### config.mk
export PLATFORM = sky130hd
export DESIGN_NAME = uart_regif_flat
export DESIGN_NICKNAME = d
export VERILOG_FILES = /design/src/rtl/uart_regif_pkg.sv /design/src/rtl/uart_regif_if.sv /design/src/rtl/uart_regif_rxbuf.sv /design/src/rtl/uart_regif.sv /design/src/flat_wrapper.sv
export SDC_FILE = /design/constraint.sdc
export NUM_CORES = 1
export LEC_CHECK = 0
export ABC_AREA = 1
export BUFFER_PORTS_ARGS = -buffer_cell sky130_fd_sc_hd__buf_4
export CAP_MARGIN = 20
export CORE_UTILIZATION = 43
export DETAILED_ROUTE_END_ITERATION = 8
export PLACE_DENSITY = 0.83
export SYNTH_ARGS = -nofsm -noshare
export SYNTH_HDL_FRONTEND = slang
export SYNTH_SLANG_ARGS = --single-unit
### constraint.sdc
create_clock -name clk -period 1.3 [get_ports clk]
set_input_delay 0.39 -clock clk [delete_from_list [all_inputs] [get_ports clk]]
set_output_delay 0.39 -clock clk [all_outputs]
set_load 0.01 [all_outputs]
### src/rtl/uart_regif_pkg.sv
// Purpose: shared constants, types and status packing for the uart_regif register block.
// Latency: n/a (declarations only).
// Backpressure: n/a.
// Contents: register addresses, status bit positions, status reset value, sticky flag struct.
package uart_regif_pkg;

  localparam logic ADDR_STATUS = 1'b1;
  localparam logic ADDR_DATA   = 1'b0;

  localparam int ST_PARITY   = 5;
  localparam int ST_OVERFLOW = 4;
  localparam int ST_TXOVR    = 2;
  localparam int ST_TXRDY    = 1;
  localparam int ST_RXRDY    = 0;

  localparam logic [7:0] STATUS_RESET = 8'h02;

  // Error flags that stay set until a status read clears them.
  typedef struct packed {
    logic parity_err;
    logic rx_overflow;
    logic tx_overrun;
  } sticky_t;

  function automatic logic [7:0] pack_status(sticky_t s, logic tx_rdy, logic rx_rdy);
    logic [7:0] st;
    st              = '0;
    st[ST_PARITY]   = s.parity_err;
    st[ST_OVERFLOW] = s.rx_overflow;
    st[ST_TXOVR]    = s.tx_overrun;
    st[ST_TXRDY]    = tx_rdy;
    st[ST_RXRDY]    = rx_rdy;
    return st;
  endfunction

endpackage

### src/rtl/uart_regif_if.sv
// Purpose: strobe-bus bundle between a polling master and the uart_regif responder.
// Latency: n/a (wires only); read data is combinational in the responder.
// Backpressure: none; the master polls status before accessing data.
// Signals: adrs, CSn, OE, WE, bus_wdata (master -> responder), bus_rdata (responder -> master).
interface uart_regif_if;
  logic       adrs;
  logic       CSn;
  logic       OE;
  logic       WE;
  logic [7:0] bus_wdata;
  logic [7:0] bus_rdata;

  modport master (output adrs, CSn, OE, WE, bus_wdata, input bus_rdata);
  modport slave  (input adrs, CSn, OE, WE, bus_wdata, output bus_rdata);
endinterface

### src/rtl/uart_regif_rxbuf.sv
// Purpose: RX byte buffer; RX_FIFO_EN selects an RX_DEPTH-entry circular FIFO, else a single holding register.
// Latency: push visible at dout/empty the cycle after the push edge; pop advances head the next cycle.
// Backpressure: push while full is dropped unless a pop happens on the same edge; pop while empty is ignored.
// Ports: clk, reset_ns, push/din (write side), pop/dout (read side, dout = head), empty, full.
module uart_regif_rxbuf #(
  parameter int RX_DEPTH = 4
) (
  input  logic       clk,
  input  logic       reset_ns,
  input  logic       push,
  input  logic       pop,
  input  logic [7:0] din,
  output logic [7:0] dout,
  output logic       empty,
  output logic       full
);

  logic pop_ok;
  logic push_ok;

  assign pop_ok  = pop && !empty;
  // A pop on the same edge frees the slot, so a full buffer still accepts the push.
  assign push_ok = push && (!full || pop_ok);

`ifdef RX_FIFO_EN
  localparam int AW = $clog2(RX_DEPTH);
  localparam int PW = AW + 1;

  logic [7:0]    mem_q [RX_DEPTH];
  logic [7:0]    mem_d [RX_DEPTH];
  logic [PW-1:0] wptr_q, wptr_d;
  logic [PW-1:0] rptr_q, rptr_d;

  // Extra pointer MSB acts as a lap bit: equal low bits with differing MSBs means full.
  assign empty = (wptr_q == rptr_q);
  assign full  = (wptr_q[AW] != rptr_q[AW]) && (wptr_q[AW-1:0] == rptr_q[AW-1:0]);
  assign dout  = mem_q[rptr_q[AW-1:0]];

  always_comb begin
    mem_d  = mem_q;
    wptr_d = wptr_q;
    rptr_d = rptr_q;
    if (push_ok) begin
      mem_d[wptr_q[AW-1:0]] = din;
      wptr_d                = wptr_q + PW'(1);
    end
    if (pop_ok) begin
      rptr_d = rptr_q + PW'(1);
    end
  end

  always_ff @(posedge clk or negedge reset_ns) begin
    if (!reset_ns) begin
      mem_q  <= '{default: '0};
      wptr_q <= '0;
      rptr_q <= '0;
    end else begin
      mem_q  <= mem_d;
      wptr_q <= wptr_d;
      rptr_q <= rptr_d;
    end
  end
`else
  logic [7:0] hold_q, hold_d;
  logic       full_q, full_d;

  assign empty = !full_q;
  assign full  = full_q;
  assign dout  = hold_q;

  // Depth is fixed at one entry here; RX_DEPTH has no effect in this build.
  if (RX_DEPTH < 1) begin : g_depth_ignored
  end

  always_comb begin
    hold_d = hold_q;
    full_d = full_q;
    if (pop_ok) begin
      full_d = 1'b0;
    end
    if (push_ok) begin
      hold_d = din;
      full_d = 1'b1;
    end
  end

  always_ff @(posedge clk or negedge reset_ns) begin
    if (!reset_ns) begin
      hold_q <= '0;
      full_q <= 1'b0;
    end else begin
      hold_q <= hold_d;
      full_q <= full_d;
    end
  end
`endif

endmodule

### src/rtl/uart_regif.sv
// Purpose: strobe-bus register block (status @1, data @0) in front of a UART core's RX/TX byte ports.
// Latency: 0-cycle read data; side effects (pop, status clear, TX load) take effect the cycle after the strobe edge.
// Backpressure: TX holds one byte (write while busy -> dropped + tx_overrun); RX full drops new bytes + rx_overflow.
// Ports: clk, reset_ns, bus (uart_regif_if.slave), rx_byte/rx_valid/rx_parity_err, tx_byte/tx_valid/tx_ready.
// Build option RX_FIFO_EN: RX buffer becomes an RX_DEPTH-entry FIFO instead of a single register.
module uart_regif
  import uart_regif_pkg::*;
#(
  parameter int RX_DEPTH = 4
) (
  input  logic        clk,
  input  logic        reset_ns,
  uart_regif_if.slave bus,
  input  logic [7:0]  rx_byte,
  input  logic        rx_valid,
  input  logic        rx_parity_err,
  output logic [7:0]  tx_byte,
  output logic        tx_valid,
  input  logic        tx_ready
);

  logic       rd_q, rd_d;
  logic       wr_q, wr_d;
  logic       rd_fire, wr_fire;
  logic       pop, st_clr;
  logic       rx_empty, rx_full;
  logic [7:0] rx_dout;
  sticky_t    sticky_q, sticky_d;
  logic [7:0] tx_byte_q, tx_byte_d;
  logic       tx_valid_q, tx_valid_d;
  logic [7:0] status;

  // Strobes and their first-cycle edges; a held strobe fires only once.
  // OE has priority, so WE with OE is a plain read.
  always_comb begin
    rd_d    = !bus.CSn && bus.OE;
    wr_d    = !bus.CSn && bus.WE && !bus.OE && (bus.adrs == ADDR_DATA);
    rd_fire = rd_d && !rd_q;
    wr_fire = wr_d && !wr_q;
    pop     = rd_fire && (bus.adrs == ADDR_DATA) && !rx_empty;
    st_clr  = rd_fire && (bus.adrs == ADDR_STATUS);
  end

  uart_regif_rxbuf #(
    .RX_DEPTH (RX_DEPTH)
  ) u_rxbuf (
    .clk      (clk),
    .reset_ns (reset_ns),
    .push     (rx_valid),
    .pop      (pop),
    .din      (rx_byte),
    .dout     (rx_dout),
    .empty    (rx_empty),
    .full     (rx_full)
  );

  // Clear first, then sets, so an error arriving on the clearing edge survives.
  always_comb begin
    sticky_d = sticky_q;
    if (st_clr) begin
      sticky_d = '0;
    end
    if (rx_valid && rx_parity_err) begin
      sticky_d.parity_err = 1'b1;
    end
    if (rx_valid && rx_full && !pop) begin
      sticky_d.rx_overflow = 1'b1;
    end
    // TXrdy is judged on the registered tx_valid, so a write on a transfer edge still overruns.
    if (wr_fire && tx_valid_q) begin
      sticky_d.tx_overrun = 1'b1;
    end
  end

  always_comb begin
    tx_valid_d = tx_valid_q;
    tx_byte_d  = tx_byte_q;
    if (tx_valid_q && tx_ready) begin
      tx_valid_d = 1'b0;
    end
    if (wr_fire && !tx_valid_q) begin
      tx_valid_d = 1'b1;
      tx_byte_d  = bus.bus_wdata;
    end
  end

  assign status = pack_status(sticky_q, !tx_valid_q, !rx_empty);

  always_comb begin
    bus.bus_rdata = 8'h00;
    if (rd_d) begin
      if (bus.adrs == ADDR_STATUS) begin
        bus.bus_rdata = status;
      end else if (!rx_empty) begin
        bus.bus_rdata = rx_dout;
      end
    end
  end

  always_ff @(posedge clk or negedge reset_ns) begin
    if (!reset_ns) begin
      rd_q       <= 1'b0;
      wr_q       <= 1'b0;
      sticky_q   <= '0;
      tx_byte_q  <= 8'h00;
      tx_valid_q <= 1'b0;
    end else begin
      rd_q       <= rd_d;
      wr_q       <= wr_d;
      sticky_q   <= sticky_d;
      tx_byte_q  <= tx_byte_d;
      tx_valid_q <= tx_valid_d;
    end
  end

  assign tx_byte  = tx_byte_q;
  assign tx_valid = tx_valid_q;

endmodule

### src/flat_wrapper.sv
// flat-port wrapper written by rule: the top's interface ports become plain ports
module uart_regif_flat import uart_regif_pkg::*;
#(
  parameter int RX_DEPTH = 4
)
  (clk, reset_ns, rx_byte, rx_valid, rx_parity_err, tx_byte, tx_valid, tx_ready, bus_adrs, bus_CSn, bus_OE, bus_WE, bus_bus_wdata, bus_bus_rdata);
  uart_regif_if bus_i ();
  input  logic clk;
  input  logic reset_ns;
  input  logic [7:0] rx_byte;
  input  logic rx_valid;
  input  logic rx_parity_err;
  output logic [7:0] tx_byte;
  output logic tx_valid;
  input  logic tx_ready;
  input wire logic [$bits(bus_i.adrs)-1:0] bus_adrs;
  input wire logic [$bits(bus_i.CSn)-1:0] bus_CSn;
  input wire logic [$bits(bus_i.OE)-1:0] bus_OE;
  input wire logic [$bits(bus_i.WE)-1:0] bus_WE;
  input wire logic [$bits(bus_i.bus_wdata)-1:0] bus_bus_wdata;
  output wire logic [$bits(bus_i.bus_rdata)-1:0] bus_bus_rdata;
  assign bus_i.adrs = bus_adrs;
  assign bus_i.CSn = bus_CSn;
  assign bus_i.OE = bus_OE;
  assign bus_i.WE = bus_WE;
  assign bus_i.bus_wdata = bus_bus_wdata;
  assign bus_bus_rdata = bus_i.bus_rdata;
  uart_regif #(.RX_DEPTH(RX_DEPTH)) u_core (.clk(clk), .reset_ns(reset_ns), .bus(bus_i), .rx_byte(rx_byte), .rx_valid(rx_valid), .rx_parity_err(rx_parity_err), .tx_byte(tx_byte), .tx_valid(tx_valid), .tx_ready(tx_ready));
endmodule
==> results.yml <==
power:
  total_power_w: 0.001727
  p_per_area_mw_per_mm2: 1114
  combPwrFrac_pct: 28.3
  p_int_w: 0.001209
  power_frac_clock_pct: 18.5
  power_frac_seq_pct: 53.3
  vdd_ir_drop_max_v: 0.0007303
  power_switching_w: 0.0005181
  p_leak_nw: 0.8412
  switching_share_pct: 30.01
cells_and_area:
  stdcell_area_mm2: 0.001550
  final_cells: 203
  nets: 201
  regArea_um2: 575.6
  area_growth_pct: 41.76
  fin_util_pct: 67.48
  nFillCells: 184
  antennaDiodeCount: 0
  multiInputGateArea_um2: 441.7
  drive_above_1_share_pct: 44.57
worst_setup_path:
  worstSetupPathType: "reg -> out"
  critical_path.slowest_cell: "dfrtp_1"
  crit_path_max_fanout: 5
  max_stage_delay_ns: 0.38
  crit_chain: "inv_2, nor2_4, nand2_1, a21oi_2, buf_4"
  crit_path_end_kind: "output port"
  cp.required_ns: 0.91
  cp-start-kind: "register"
  cp_data_arrival_time_ns: 1.27
sta:
  setup_ws_ns: -0.3582
  period_minus_slack_ns: 1.658
  slew_headroom_pct: 81.48
  final-hold-violation-count: 0
  max_freq_mhz: 603.1
  setup-violations-final: 8
  rsz0062_at_grt: "yes"
  whs_ns: 0.2486
  worst_slew_pin_slew_ns: 0.2778
  timing.final.crit_share_pct: 127.6
  slew_violations: 0
  fin_skew_ns: 0.001854
die:
  rows: 17
  die_area_mm2: 0.002749
  die_y_um: 52.43
  start_util_pct: 47.60
  core_mm2: 0.002297
  die_w_um: 52.43
  ios: 42
drt:
  wl_per_cell_um: 11.28
  drt_wl_total_um: 2290
  avgViaCountPerCell: 4.586
  drt-initial-drc-count: 16
  ant_nets: 0
  drc: 0
  drt_first_pass_iters: 4
  vias: 931
grt:
  grt-ovfl-total: 0
  grt_max_degree: 24
  track_usage_pct: 19.96
  antenna_found_initial: 0
  grt_pass1_vias: 949
  grt_pass1_wl_um: 3864
synth:
  synth-simple-area-share_pct: 28.03
  syn_area_mm2: 0.001094
  synthAdderAreaFrac_pct: 0
  synth_xor_area_share_pct: 0
  synth-seq-area-share_pct: 52.63
  yosys_warnings: 0
  ys_ff_latch: 23
  yosys-mux-area-fraction_pct: 0
  synthCells: 125
  synth_top_family_by_area: "simple AND/OR/NAND/NOR gates"
  synth.distinct_cells: 16
  synth.net_count: 150
  avgSynthCellArea_um2: 8.748
  synth_compound_gate_area_share_pct: 9.611
worst_hold_path:
  min_path_type: "in -> reg"
job:
  maxCapViolations: 0
clock_tree:
  cts_tree: "yes"
  cts_buffers: 3
  ctsLongestPathBuffers: 2
  clock_latency_ns: 0.30
  cts-htree-levels: 1
  root_buffer: "clkbuf_4"
  cts_sinks: 23
  clk_pin_slew_worst_paths_ns: 0.12
status:
  status: "complete, but fails checks"
  violations: "setup timing"
placement:
  gp_congestion: 0.7751
  place_hpwl_um: 1804
  place_area_mm2: 0.001478
  placed_cells: 196
  portBuffers: 41
[layer usage]
layer  global-route usage, %  vias up  routed length [um]  part of all wire, %
met1                   22.28      415                 984                   43
li1                        -      487                   -                    -
met3                   3.188        4                  97                  4.2
met2                   34.81       25                1149                   50
met4                   12.72        0                  59                  2.6
met5                       0        -                   0                    0
[per-stage QoR]
| step | setup TNS [ns] | worst slack [ns] |
|---|---|---|
| finish | -2.569 | -0.3582 |
| global route | -3.269 | -0.4460 |
| CTS | -2.426 | -0.3580 |
| detailed placement | -2.595 | -0.1947 |
| global placement | -1.940 | -0.1383 |
| floorplan | 0 | 0.02289 |
[flip-flops by register name, summed over array words and instances (netlist names)]
register	count
u_core.rd_q	1
u_core.tx_valid	1
u_core.status	3
u_core.u_rxbuf.full	1
u_core.u_rxbuf.dout	8
u_core.tx_byte	8
u_core.wr_q	1
[kinds of logic (layout without fill, tap and decap cells)]
family	Yosys count	in the layout
simple gates	65	65
flops	23	23
buf+inv	22	72
compound gates	15	15
[power groups by stage]
| stage | clock, W | combinational, W | sequential (W) |
|---|---|---|---|
| floorplan | 0 | 0.000226 | 0.000945 |
| global placement | 0 | 0.000466 | 0.000922 |
| detailed placement | 0 | 0.000485 | 0.000930 |
| CTS | 0.000333 | 0.000490 | 0.000918 |
| global route | 0.000363 | 0.000546 | 0.000935 |
| finish | 0.000319 | 0.000488 | 0.000919 |
[Yosys cell counts]
library cell / instances / area [um^2]
a21oi_1: 4 / 20.02
and2_2: 1 / 7.510
buf_2: 1 / 5.000
buf_6: 3 / 33.78
dfrtp_1: 23 / 575.6
inv_1: 18 / 67.56
nand2_1: 41 / 153.9
nand2_2: 3 / 18.77
nand3_1: 10 / 50.05
nand3_2: 1 / 10.01
nand4_4: 1 / 21.27
nor2_1: 6 / 22.52
nor2_4: 2 / 22.52
o21ai_0: 2 / 10.01
o21ai_1: 1 / 5.000
o21ai_2: 8 / 70.07
[worst max-delay path, delay by kind of cell (launching register included)]
family                 cells  cell delay [ns]
and+or+nand+nor            2             0.27
buffers and inverters      2             0.18
AOI/OAI and AO/OA          1             0.13
DFF                        1             0.38
[area by class of cell]
cell class,count,area share (%)
timing repair buffer,50,25.99
clock inverter,1,0.3228
inverter,18,4.358
clock buffer,3,1.453
multi-input combinational,80,28.49
sequential,23,37.13
tap,28,2.260
[path summary, 6_finish.rpt]
| check | start | end | slack (ns) | depth (start not counted) |
|---|---|---|---|---|
| max in group asynchronous | reset_ns | u_core.status[2]$_DFFE_PN0P_ | 0.59 | 2 |
| worst min-delay path | tx_ready | u_core.tx_valid$_DFFE_PN0P_ | 0.25 | 2 |
| worst max-delay path | u_core.u_rxbuf.full$_DFFE_PN0P_ | bus_bus_rdata[1] | -0.36 | 5 |
| worst max register to register | u_core.tx_valid$_DFFE_PN0P_ | u_core.tx_byte[2]$_DFFE_PN0P_ | 0.18 | 6 |
| min in group asynchronous | reset_ns | u_core.tx_byte[7]$_DFFE_PN0P_ | 0.50 | 2 |
| worst min register to register | u_core.u_rxbuf.dout[3]$_DFFE_PN0P_ | u_core.u_rxbuf.dout[3]$_DFFE_PN0P_ | 0.49 | 2 |
[repair_timing]
item | 4_1_cts | 5_1_grt
hold buffers | 1 | 0
cloned | 0 | 0
setup buffers | 0 | 2
pin swaps | 1 | 3
setup endpoints to repair | 8 | 16
gates resized for setup | 3 | 2
endpoints found under the hold margin | 23 | 0
[placed cells by master (no fill, tap or decap)]
cell	count
nor2_4	3
nor2_2	1
dlygate4sd3_1	1
buf_12	2
inv_2	1
clkbuf_4	3
nand3_1	10
o21ai_1	2
nand3_2	1
o21ai_2	8
buf_4	47
nand2_2	5
nor2_1	4
inv_1	17
o21ai_0	1
clkinv_2	1
nand2_1	39
nand4_4	1
a21oi_2	4
and2_2	1
dfrtp_1	23
(Power assumes the default switching activity.)
